## src/rtl/scanner_pkg.sv

```systemverilog
// Shared types and width limits for the Larson scanner controller.
package scanner_pkg;

    typedef enum logic [1:0] {
        IDLE      = 2'd0,
        SCAN_UP   = 2'd1,
        SCAN_DOWN = 2'd2
    } scan_state_e;

    localparam int MAX_LEDS        = 16;
    localparam int MAX_POS_W       = 4;
    localparam int SPEED_W         = 2;
    localparam int MAX_SPEED_SHIFT = (1 << SPEED_W) - 1;

    // Counter width needed to hold the longest step period PRESCALE * 2^3.
    function automatic int presc_width(input int prescale);
        return $clog2(prescale * (1 << MAX_SPEED_SHIFT) + 1);
    endfunction

endpackage

```

## src/rtl/scan_prescaler.sv

```systemverilog
// Step-period prescaler: counts 0..P-1 and pulses wrap_o on the last count.
// The period is sampled only while the count is 0, so a new period value
// never shortens or stretches a period already in progress.
module scan_prescaler
    import scanner_pkg::*;
#(
    parameter int CW = 6
) (
    input  logic          clk_i,
    input  logic          rst_i,
    input  logic          en_i,
    input  logic          clr_i,
    input  logic [CW-1:0] period_i,
    output logic          wrap_o
);

    logic [CW-1:0] cnt_q, cnt_d;
    logic [CW-1:0] per_q, per_d;
    logic [CW-1:0] per_eff;

    // Next count, period latch and wrap detect.
    always_comb begin
        per_eff = (cnt_q == '0) ? period_i : per_q;
        wrap_o  = en_i && !clr_i && (cnt_q == (per_eff - CW'(1)));
        cnt_d   = cnt_q;
        per_d   = per_q;
        if (clr_i) begin
            cnt_d = '0;
        end else if (en_i) begin
            if (cnt_q == '0) begin
                per_d = period_i;
            end
            cnt_d = wrap_o ? '0 : (cnt_q + CW'(1));
        end
    end

    // Counter and latched period registers.
    always_ff @(posedge clk_i) begin
        if (rst_i) begin
            cnt_q <= '0;
            per_q <= '0;
        end else begin
            cnt_q <= cnt_d;
            per_q <= per_d;
        end
    end

endmodule

```

## src/rtl/larson_scan_ctrl.sv

```systemverilog
// Larson (back-and-forth) LED scanner: FSM, position tracking and LED decode.
// All outputs come straight from flops.
module larson_scan_ctrl
    import scanner_pkg::*;
#(
    parameter int N_LEDS   = 8,
    parameter int PRESCALE = 4
) (
    input  logic                      i_clk,
    input  logic                      i_rst,
    input  logic                      i_en,
    input  logic [SPEED_W-1:0]        i_speed,
    output logic [$clog2(N_LEDS)-1:0] o_pos,
    output logic [N_LEDS-1:0]         o_led_n,
    output logic                      o_dir,
    output logic                      o_step,
    output logic                      o_bounce
);

    localparam int POS_W = $clog2(N_LEDS);
    localparam int CW    = presc_width(PRESCALE);

    localparam logic [POS_W-1:0] POS_TOP      = POS_W'(N_LEDS - 1);
    localparam logic [POS_W-1:0] POS_BELOW_TOP = POS_W'(N_LEDS - 2);
    localparam logic [POS_W-1:0] POS_ONE      = POS_W'(1);

    scan_state_e       state_q, state_d;
    logic [POS_W-1:0]  pos_q, pos_d;
    logic              dir_q, dir_d;
    logic [N_LEDS-1:0] led_n_q, led_n_d;
    logic              step_q, step_d;
    logic              bounce_q, bounce_d;

    logic              presc_run;
    logic              presc_wrap;
    logic [CW-1:0]     period;

    // Prescaler only runs while scanning and staying enabled; dropping i_en
    // clears it on the same edge so a coincident wrap is discarded.
    always_comb begin
        presc_run = i_en && (state_q != IDLE);
        period    = CW'(PRESCALE) << i_speed;
    end

    scan_prescaler #(
        .CW (CW)
    ) u_presc (
        .clk_i    (i_clk),
        .rst_i    (i_rst),
        .en_i     (presc_run),
        .clr_i    (!presc_run),
        .period_i (period),
        .wrap_o   (presc_wrap)
    );

    // Next-state, position, direction, pulse and LED decode.
    always_comb begin
        state_d  = state_q;
        pos_d    = pos_q;
        dir_d    = dir_q;
        step_d   = 1'b0;
        bounce_d = 1'b0;
        if (!i_en) begin
            state_d = IDLE;
        end else begin
            case (state_q)
                IDLE: begin
                    state_d = dir_q ? SCAN_DOWN : SCAN_UP;
                end
                SCAN_UP: begin
                    if (presc_wrap) begin
                        step_d = 1'b1;
                        if (pos_q == POS_TOP) begin
                            pos_d    = POS_BELOW_TOP;
                            state_d  = SCAN_DOWN;
                            dir_d    = 1'b1;
                            bounce_d = 1'b1;
                        end else begin
                            pos_d = pos_q + POS_ONE;
                        end
                    end
                end
                SCAN_DOWN: begin
                    if (presc_wrap) begin
                        step_d = 1'b1;
                        if (pos_q == '0) begin
                            pos_d    = POS_ONE;
                            state_d  = SCAN_UP;
                            dir_d    = 1'b0;
                            bounce_d = 1'b1;
                        end else begin
                            pos_d = pos_q - POS_ONE;
                        end
                    end
                end
                default: begin
                    state_d = IDLE;
                end
            endcase
        end
        if (state_d == IDLE) begin
            led_n_d = '1;
        end else begin
            led_n_d = ~(N_LEDS'(1) << pos_d);
        end
    end

    // State and output registers.
    always_ff @(posedge i_clk) begin
        if (i_rst) begin
            state_q  <= IDLE;
            pos_q    <= '0;
            dir_q    <= 1'b0;
            led_n_q  <= '1;
            step_q   <= 1'b0;
            bounce_q <= 1'b0;
        end else begin
            state_q  <= state_d;
            pos_q    <= pos_d;
            dir_q    <= dir_d;
            led_n_q  <= led_n_d;
            step_q   <= step_d;
            bounce_q <= bounce_d;
        end
    end

    assign o_pos    = pos_q;
    assign o_led_n  = led_n_q;
    assign o_dir    = dir_q;
    assign o_step   = step_q;
    assign o_bounce = bounce_q;

endmodule

```

## config.mk

```make
export PLATFORM = sky130hd
export DESIGN_NAME = larson_scan_ctrl
export DESIGN_NICKNAME = d
export VERILOG_FILES = /design/src/rtl/scanner_pkg.sv /design/src/rtl/scan_prescaler.sv /design/src/rtl/larson_scan_ctrl.sv
export SDC_FILE = /design/constraint.sdc
export NUM_CORES = 1
export LEC_CHECK = 0
export ABC_AREA = 1
export ABC_CLOCK_PERIOD_IN_PS = 2800
export CORE_MARGIN = 10
export CORE_UTILIZATION = 30
export DETAILED_ROUTE_END_ITERATION = 8
export GPL_TIMING_DRIVEN = 0
export HOLD_SLACK_MARGIN = 0.1
export MAX_ROUTING_LAYER = met4
export SLEW_MARGIN = 5
export SYNTH_ARGS = -nofsm -noshare
export SYNTH_HDL_FRONTEND = slang
export SYNTH_SLANG_ARGS = --single-unit
```

## constraint.sdc

```tcl
create_clock -name i_clk -period 2.8 [get_ports i_clk]
set_input_delay 0.56 -clock i_clk [delete_from_list [all_inputs] [get_ports i_clk]]
set_output_delay 0.56 -clock i_clk [all_outputs]
set_load 0.05 [all_outputs]
```

=== Yosys cells after proc, flatten, opt, wreduce, memory -nomap -nowiden ===
Cells that the tools add are included.

* Flip-flop bits (word level): 28
* Output and inout bits: 14
* Word-level logic and storage cells: 65

* Bitwise logic cells: 4
* Multiplexer cells: 25
* Add/sub/neg operators: 4
* Reduce and logical (&&, ||, !) cells: 14
* Shifts and indexed selects: 2
* Equality and inequality tests: 8

{| class="wikitable"
|+ Operator list
! cell !! count
|-
| 2-to-1 mux 3 bit || 5
|-
| 2-to-1 mux 2 bit || 6
|-
| 2-to-1 mux 1 bit || 9
|-
| inequality test 2 bit (second input constant) || 4
|-
| inverter 8 bit || 1
|-
| left shift 1 x 3 -> 8 bit (first input constant) || 1
|-
| adder 6 x 1 -> 6 bit (second input constant) || 1
|-
| == test 6 bit || 1
|-
| logical NOT 6 bit || 1
|-
| 2-to-1 mux 6 bit || 1
|-
| one-hot mux 2 bit (3 select lines) || 1
|-
| one-hot mux 3 bit (2 select lines) || 1
|-
| AND reduction 6 bit || 1
|-
| OR reduction 2 bit || 3
|-
| OR reduction 3 bit || 2
|-
| left shift 3 x 2 -> 6 bit (first input constant) || 1
|-
| subtractor 6 x 1 -> 6 bit (second input constant) || 1
|-
| logical NOT 2 bit || 2
|-
| one-hot mux 1 bit (2 select lines) || 2
|-
| nonzero test 2 bit || 2
|-
| adder 3 x 1 -> 3 bit (second input constant) || 1
|-
| == test 3 bit (second input constant) || 1
|-
| logical NOT 3 bit || 1
|-
| inverter 1 bit || 3
|-
| 4 further kinds || 5
|}

=== Logic depth before layout (Yosys ltp) ===
Gate-level depths: netlist (run 1).

* Word-level depth: 10
* Depth in mapped cells: 20
* Gate-level depth less buffers: 20

=== Cells and area by module ===
Synthesis (run 1) repeated with hierarchy kept, for this count alone.

* Cell total of the unflattened synthesis: 276
* Area total of the unflattened synthesis: 1904.3 sq um

{| class="wikitable"
|+ By module, submodules not included
! module !! seq. area each (sq um) !! instances !! cells an instance !! area an instance (sq um)
|-
| scan_prescaler || 240.2 || 1 || 152 || 1012.2
|-
| larson_scan_ctrl || 320.3 || 1 || 124 || 892.1
|}

=== Worst setup path before layout (run 1) ===
OpenSTA, ideal clock, no wires.

* Path kind: register -> register
* Start: register u_presc.cnt_q[0]
* End: register led_n_q[3] (netlist: o_led_n[3])
* Data required time: 2.673 ns
* Setup time: 0.127 ns
* Path slack: 0.655 ns
* Cell stages (with the launch flop): 20
* Data arrival time: 2.018 ns
* Cell sequence: dfxtp_1 > inv_1 > ha_1 > nand2_1 > nor2_1 > nand3_1 > nand2_2 > nand3_2 > nand2_1 > nand3_1 > nand2_1 > nor2_2 > nand2_4 > nand2_1 > nand2_1 > nand2_1 > nand2_2 > nand2_2 > nor2_1 > nand3_1

* Word-level cells in the longest chain between the ends: 10
* Elaborated cells between the ends (all ways): 17
* Classes of those cells: add/sub (1); eq/ne (1); shift (1); mux (9); bitwise (1); reduce/logical (4)

{| class="wikitable"
|+ RTL lines
! element !! RTL line !! text
|-
| start, declared || scan_prescaler.sv:17 || <nowiki>logic [CW-1:0] cnt_q, cnt_d;</nowiki>
|-
| start signal, assigned || scan_prescaler.sv:43 || <nowiki>cnt_q <= cnt_d;</nowiki>
|-
| logical NOT 6 bit || scan_prescaler.sv:23 || <nowiki>per_eff = (cnt_q == '0) ? period_i : per_q;</nowiki>
|-
| 2-to-1 mux 6 bit || scan_prescaler.sv:23 ||
|-
| subtractor 6 x 1 -> 6 bit || scan_prescaler.sv:24 || <nowiki>wrap_o = en_i && !clr_i && (cnt_q == (per_eff - CW'(1)));</nowiki>
|-
| == test 6 bit (*) || scan_prescaler.sv:24 ||
|-
| logical AND 1 bit (*) || scan_prescaler.sv:24 ||
|-
| 2-to-1 mux 2 bit, or another cell as far along || larson_scan_ctrl.sv:84 || <nowiki>if (presc_wrap) begin</nowiki>
|-
| one-hot mux 2 bit (3 select lines) or one-hot mux 3 bit (2 select lines) (tied branches) || larson_scan_ctrl.sv:66 || <nowiki>case (state_q)</nowiki>
|-
| 2-to-1 mux 2 bit or 2-to-1 mux 3 bit (tied branches) || larson_scan_ctrl.sv:63 || <nowiki>if (!i_en) begin</nowiki>
|-
| logical NOT 2 bit or left shift 1 x 3 -> 8 bit (tied branches) || larson_scan_ctrl.sv:101, larson_scan_ctrl.sv:104 ||
|-
| OR reduction 2 bit (no source line) or inverter 8 bit (tied branches) || -- ||
|-
| end signal, assigned || larson_scan_ctrl.sv:121 || <nowiki>led_n_q <= led_n_d;</nowiki>
|-
| end, declared || larson_scan_ctrl.sv:30 || <nowiki>logic [N_LEDS-1:0] led_n_q, led_n_d;</nowiki>
|}

Mark *: on every way between the ends. The rest lies on a longest branch, timed or not.
A chain may end at the register's enable or synchronous reset.

=== Worst setup path in the final report (run 1) ===
* Start: input i_speed[1]
* End: register led_n_q[4] (netlist: o_led_n[4])

* Word-level cells in the longest chain between the ends: 10
* Elaborated cells between the ends (all ways): 17
* Classes of those cells: add/sub (1); eq/ne (1); shift (2); mux (9); bitwise (1); reduce/logical (3)

{| class="wikitable"
|+ RTL lines
! element !! RTL line !! text
|-
| start, declared || larson_scan_ctrl.sv:12 || <nowiki>input logic [SPEED_W-1:0] i_speed,</nowiki>
|-
| left shift 3 x 2 -> 6 bit (*) || larson_scan_ctrl.sv:42 || <nowiki>period = CW'(PRESCALE) << i_speed;</nowiki>
|-
| 2-to-1 mux 6 bit (*) || scan_prescaler.sv:23 ||
|-
| subtractor 6 x 1 -> 6 bit (*) || scan_prescaler.sv:24 ||
|-
| == test 6 bit (*) || scan_prescaler.sv:24 ||
|-
| logical AND 1 bit (*) || scan_prescaler.sv:24 ||
|-
| 2-to-1 mux 2 bit, or another cell as far along || larson_scan_ctrl.sv:84 ||
|-
| one-hot mux 2 bit (3 select lines) or one-hot mux 3 bit (2 select lines) (tied branches) || larson_scan_ctrl.sv:66 ||
|-
| 2-to-1 mux 2 bit or 2-to-1 mux 3 bit (tied branches) || larson_scan_ctrl.sv:63 ||
|-
| logical NOT 2 bit or left shift 1 x 3 -> 8 bit (tied branches) || larson_scan_ctrl.sv:101, larson_scan_ctrl.sv:104 ||
|-
| OR reduction 2 bit (no source line) or inverter 8 bit (tied branches) || -- ||
|}

Marks and branches as above.

==> results of run 1 <==
-- where the power goes --
part	switching, W	total [W]	internal (W)
clock network	0.000127	0.000319	0.000191
logic	0.0000736	0.000114	0.0000399
registers	0.00000392	0.000408	0.000404
-- placed cells by master (no fill, tap or decap), types with 2 or more instances in the layout --
| cell type | n |
|---|---|
| a21oi_1 | 7 |
| a21oi_2 | 2 |
| clkbuf_8 | 3 |
| clkdlybuf4s50_1 | 18 |
| dfxtp_1 | 28 |
| ha_1 | 10 |
| inv_1 | 38 |
| inv_2 | 3 |
| nand2_1 | 63 |
| nand2_2 | 14 |
| nand3_1 | 31 |
| nand3_2 | 2 |
| nand4_1 | 2 |
| nor2_1 | 24 |
| nor2_2 | 5 |
| nor2_4 | 3 |
| nor3_1 | 4 |
| nor3b_1 | 2 |
| o211ai_1 | 2 |
| o21ai_0 | 7 |
| o21ai_2 | 2 |
| xor2_1 | 2 |
-- path summary, 6_finish.rpt --
check                                                     end                           from  slack, ps  depth (start not counted)
worst min-delay path            u_presc.per_q[4]$_SDFFE_PP0P_  u_presc.per_q[4]$_SDFFE_PP0P_        470                          2
worst max-delay path                    o_led_n[4]$_SDFF_PP1_                     i_speed[1]        230                         18
worst max register to register          o_led_n[4]$_SDFF_PP1_    u_presc.cnt_q[0]$_SDFF_PP0_        310                         19
worst min register to register  u_presc.per_q[4]$_SDFFE_PP0P_  u_presc.per_q[4]$_SDFFE_PP0P_        470                          2
-- per-layer routing --
metal	routed length, microns	part of all wire (%)
met1	1870	49
met2	1830	48
met3	34	0.90
met4	47	1.2
met5	0	0
-- layout make-up --
| class | count | area share [%] |
|---|---|---|
| timing repair buffer | 18 | 8.61 |
| sequential | 28 | 26.8 |
| clock inverter | 1 | 1.44 |
| inverter | 41 | 7.36 |
| multi-input combinational | 189 | 49.0 |
| buffer | 1 | 0.538 |
| tap | 72 | 4.31 |
| clock buffer | 3 | 1.97 |
-- worst max-delay path, cell delays in order --
cell	delay, ps
clkdlybuf4s50_1	520
inv_1	50
nor2_1	170
nand3_1	100
nand2_1	140
nor2_4	60
nand2_2	80
nand2_1	60
nand2_1	80
nand3_1	100
nor2_2	170
nand2_1	100
nand2_1	70
nand2_1	50
nand2_1	70
nand2_1	70
nand2_2	170
nand3_1	110
-- what timing repair did --
| item | CTS | global route |
|---|---|---|
| gates resized for setup | 0 | 2 |
| setup buffers | 0 | 0 |
| setup endpoints to repair | 0 | 8 |
-- stage by stage --
step / cell area (sq um) / total power (W)
6_report: 2090 / 0.000840
5_1_grt: 2090 / 0.000887
4_1_cts: 2080 / 0.000851
3_5_place_dp: 2010 / 0.000529
3_3_place_gp: 2010 / 0.000527
2_1_floorplan: 1740 / 0.000500
-- sequential cells by signal, indices dropped and copies added (netlist names) --
register and cells:
o_led_n 8, u_presc.cnt_q 6, u_presc.per_q 6, o_pos 3, state_q 2, o_bounce 1
o_dir 1, o_step 1
-- cells by family (layout without fill, tap and decap cells) --
family,after synthesis,in the layout
xor gates and xnor gates,2,2
adders and majority gates,10,10
DFF,28,28
and+or+nand+nor,153,153
buffers and inverters,42,64
AOI/OAI and AO/OA,24,24
==> summary.md, run 1 <==
| Metric | Value |
|---|---|
| Cells after Synth | 259 |
| Post-Synth Adder-Cell Area | 7.18% |
| RSZ-0062 raised after global routing | no |
| Multi-input logic area | 0.00102 sq mm |
| Finished Core Util | 37.5% |
| Crit path required time | slightly below 3000 ps |
| Final Hold Viols | 0 |
| Area share of the largest cell type after synthesis | 32.2% |
| Global route overflow | 0 |
| Via count | about 1600 |
| Ant. Diodes | 0 |
| Count leader, synth | nand2_1 |
| Slew HR | 65.6% |
| DP Cell Count | approximately 350 |
| Final setup fails | 0 |
| Power per cell area | 402 mW/mm^2 |
| Drt first pass iters | 4 |
| Final WL | around 3.8 mm |
| Synth Area in Compound Gates | 8.97% |
| Startpoint class of the critical path | input port |
| Clk buf depth | 2 |
| Post-synth EDFFs | 0 |
| Sequential share of the synthesized area | 32.2% |
| Syn-to-layout area delta | 20.0% |
| Critical path class | in2reg |
| Synthesized area | 0.00174 sq mm |
| Die footprint | around 0.0093 sq mm |
| Top-level port count | 19 |
| Gpl congestion | between 0.8 and 0.9 |
| Final Critical Period | 2570 ps |
| HPWL after detailed placement | 3.08 mm |
| Worst-margin pin slew | between 500 and 600 ps |
| Post-DRT Antenna Nets | 0 |
| CTS root buf | clkbuf_8 |
| Via density | 4.48 |
| Critical Path AT | 2730 ps |
| Multiplexer share of the synthesized area | 0% |
| Hold WS | 470 ps |
| DRC | 0 |
| Outcome | complete, no violations |
| Met2 Use GR | 15.2% |
| Largest family of logic cells by synthesized area | simple AND/OR/NAND/NOR gates |
| Std-Cell Rows | 27 |
| Avg Inst Size Synth | slightly below 7 sq um |
| IO Port Bufs | 18 |
| Final nets | 297 |
| YS warnings | 0 |
| Post-placement setup slack | -90.6 ps |
| Synth Area in Simple Gates | 41.2% |
| Register area | 561 sq um |
| Share of cells above drive strength 1 | 13.9% |
| Core Footprint | ~0.0056 sq mm |
| First-pass GRT wire length | ~6.5 mm |
| Initial DRC Count | 57 |
| FF+latch count, synth | 28 |
| Crit path max fanout | 8 |
| Max IR drop VDD | ~160 uV |
| # fillers | 600 |
| HP Class | reg2reg |
| Gr usage total | under 10% |
| Initial antenna violation count | 0 |
| GRT busiest layer | met2 |
| Routing usage on met1 | 10.4% |
| Leakage | 0.981 nW |
| # Max-Cap Violations | 0 |
| Die Wd | 96.2 microns |
| Synth top cells by count | nand2_1, inv_1, nand3_1 |
| Worst-Skew Late Latency | 270 ps |
| Initial Util | ~31% |
| Die Height | 96.2 microns |
| Final worst-path cycle share | 91.8% |
| Synth area leader | dfxtp_1 |
| Drt wl/cell | 10.7 microns |
| Clock sinks | 28 |
| Unique masters post-synth | 28 |
| Post-synth ARST share | 0% |
| Hold buffers post-CTS | 0 |
| Slew Limit Fails | 0 |
| Total CTS buffers | 3 |
| Htree depth | 1 |
| Primary FF master, synth | dfxtp_1 |
| Final TNS setup | 0 ps |
| PnR worst setup slack | 229 ps |
| Synth area leaders | dfxtp_1, nand2_1, nand3_1 |
| Largest net degree at the start of global routing | 17 |
| CP Capture Type | register |
| Vias in the first global route | between 1500 and 2000 |
| CTS tree | yes |
| Skew final | 7.48 ps |
| Max frequency | 389 MHz |
| Final Non-Filler Cells | roughly 350 |
| Met3 usage | less than 1% |
| Syn nets | 274 |
| XOR/XNOR Fraction of Synth Area | 1.01% |
| Worst-path clk slew | 100 ps |
No activity file was read; power rests on OpenSTA's default activity.
==> inputs of run 2 (changes only) <==
--- a/config.mk
+++ b/config.mk
@@ -13,7 +13,7 @@
 export GPL_TIMING_DRIVEN = 0
 export HOLD_SLACK_MARGIN = 0.1
 export MAX_ROUTING_LAYER = met4
-export SLEW_MARGIN = 5
+export SLEW_MARGIN = 10
 export SYNTH_ARGS = -nofsm -noshare
 export SYNTH_HDL_FRONTEND = slang
 export SYNTH_SLANG_ARGS = --single-unit
==> results of run 2 <==
Same layout as run 1: the final DEF is identical, and so are final timing and power.
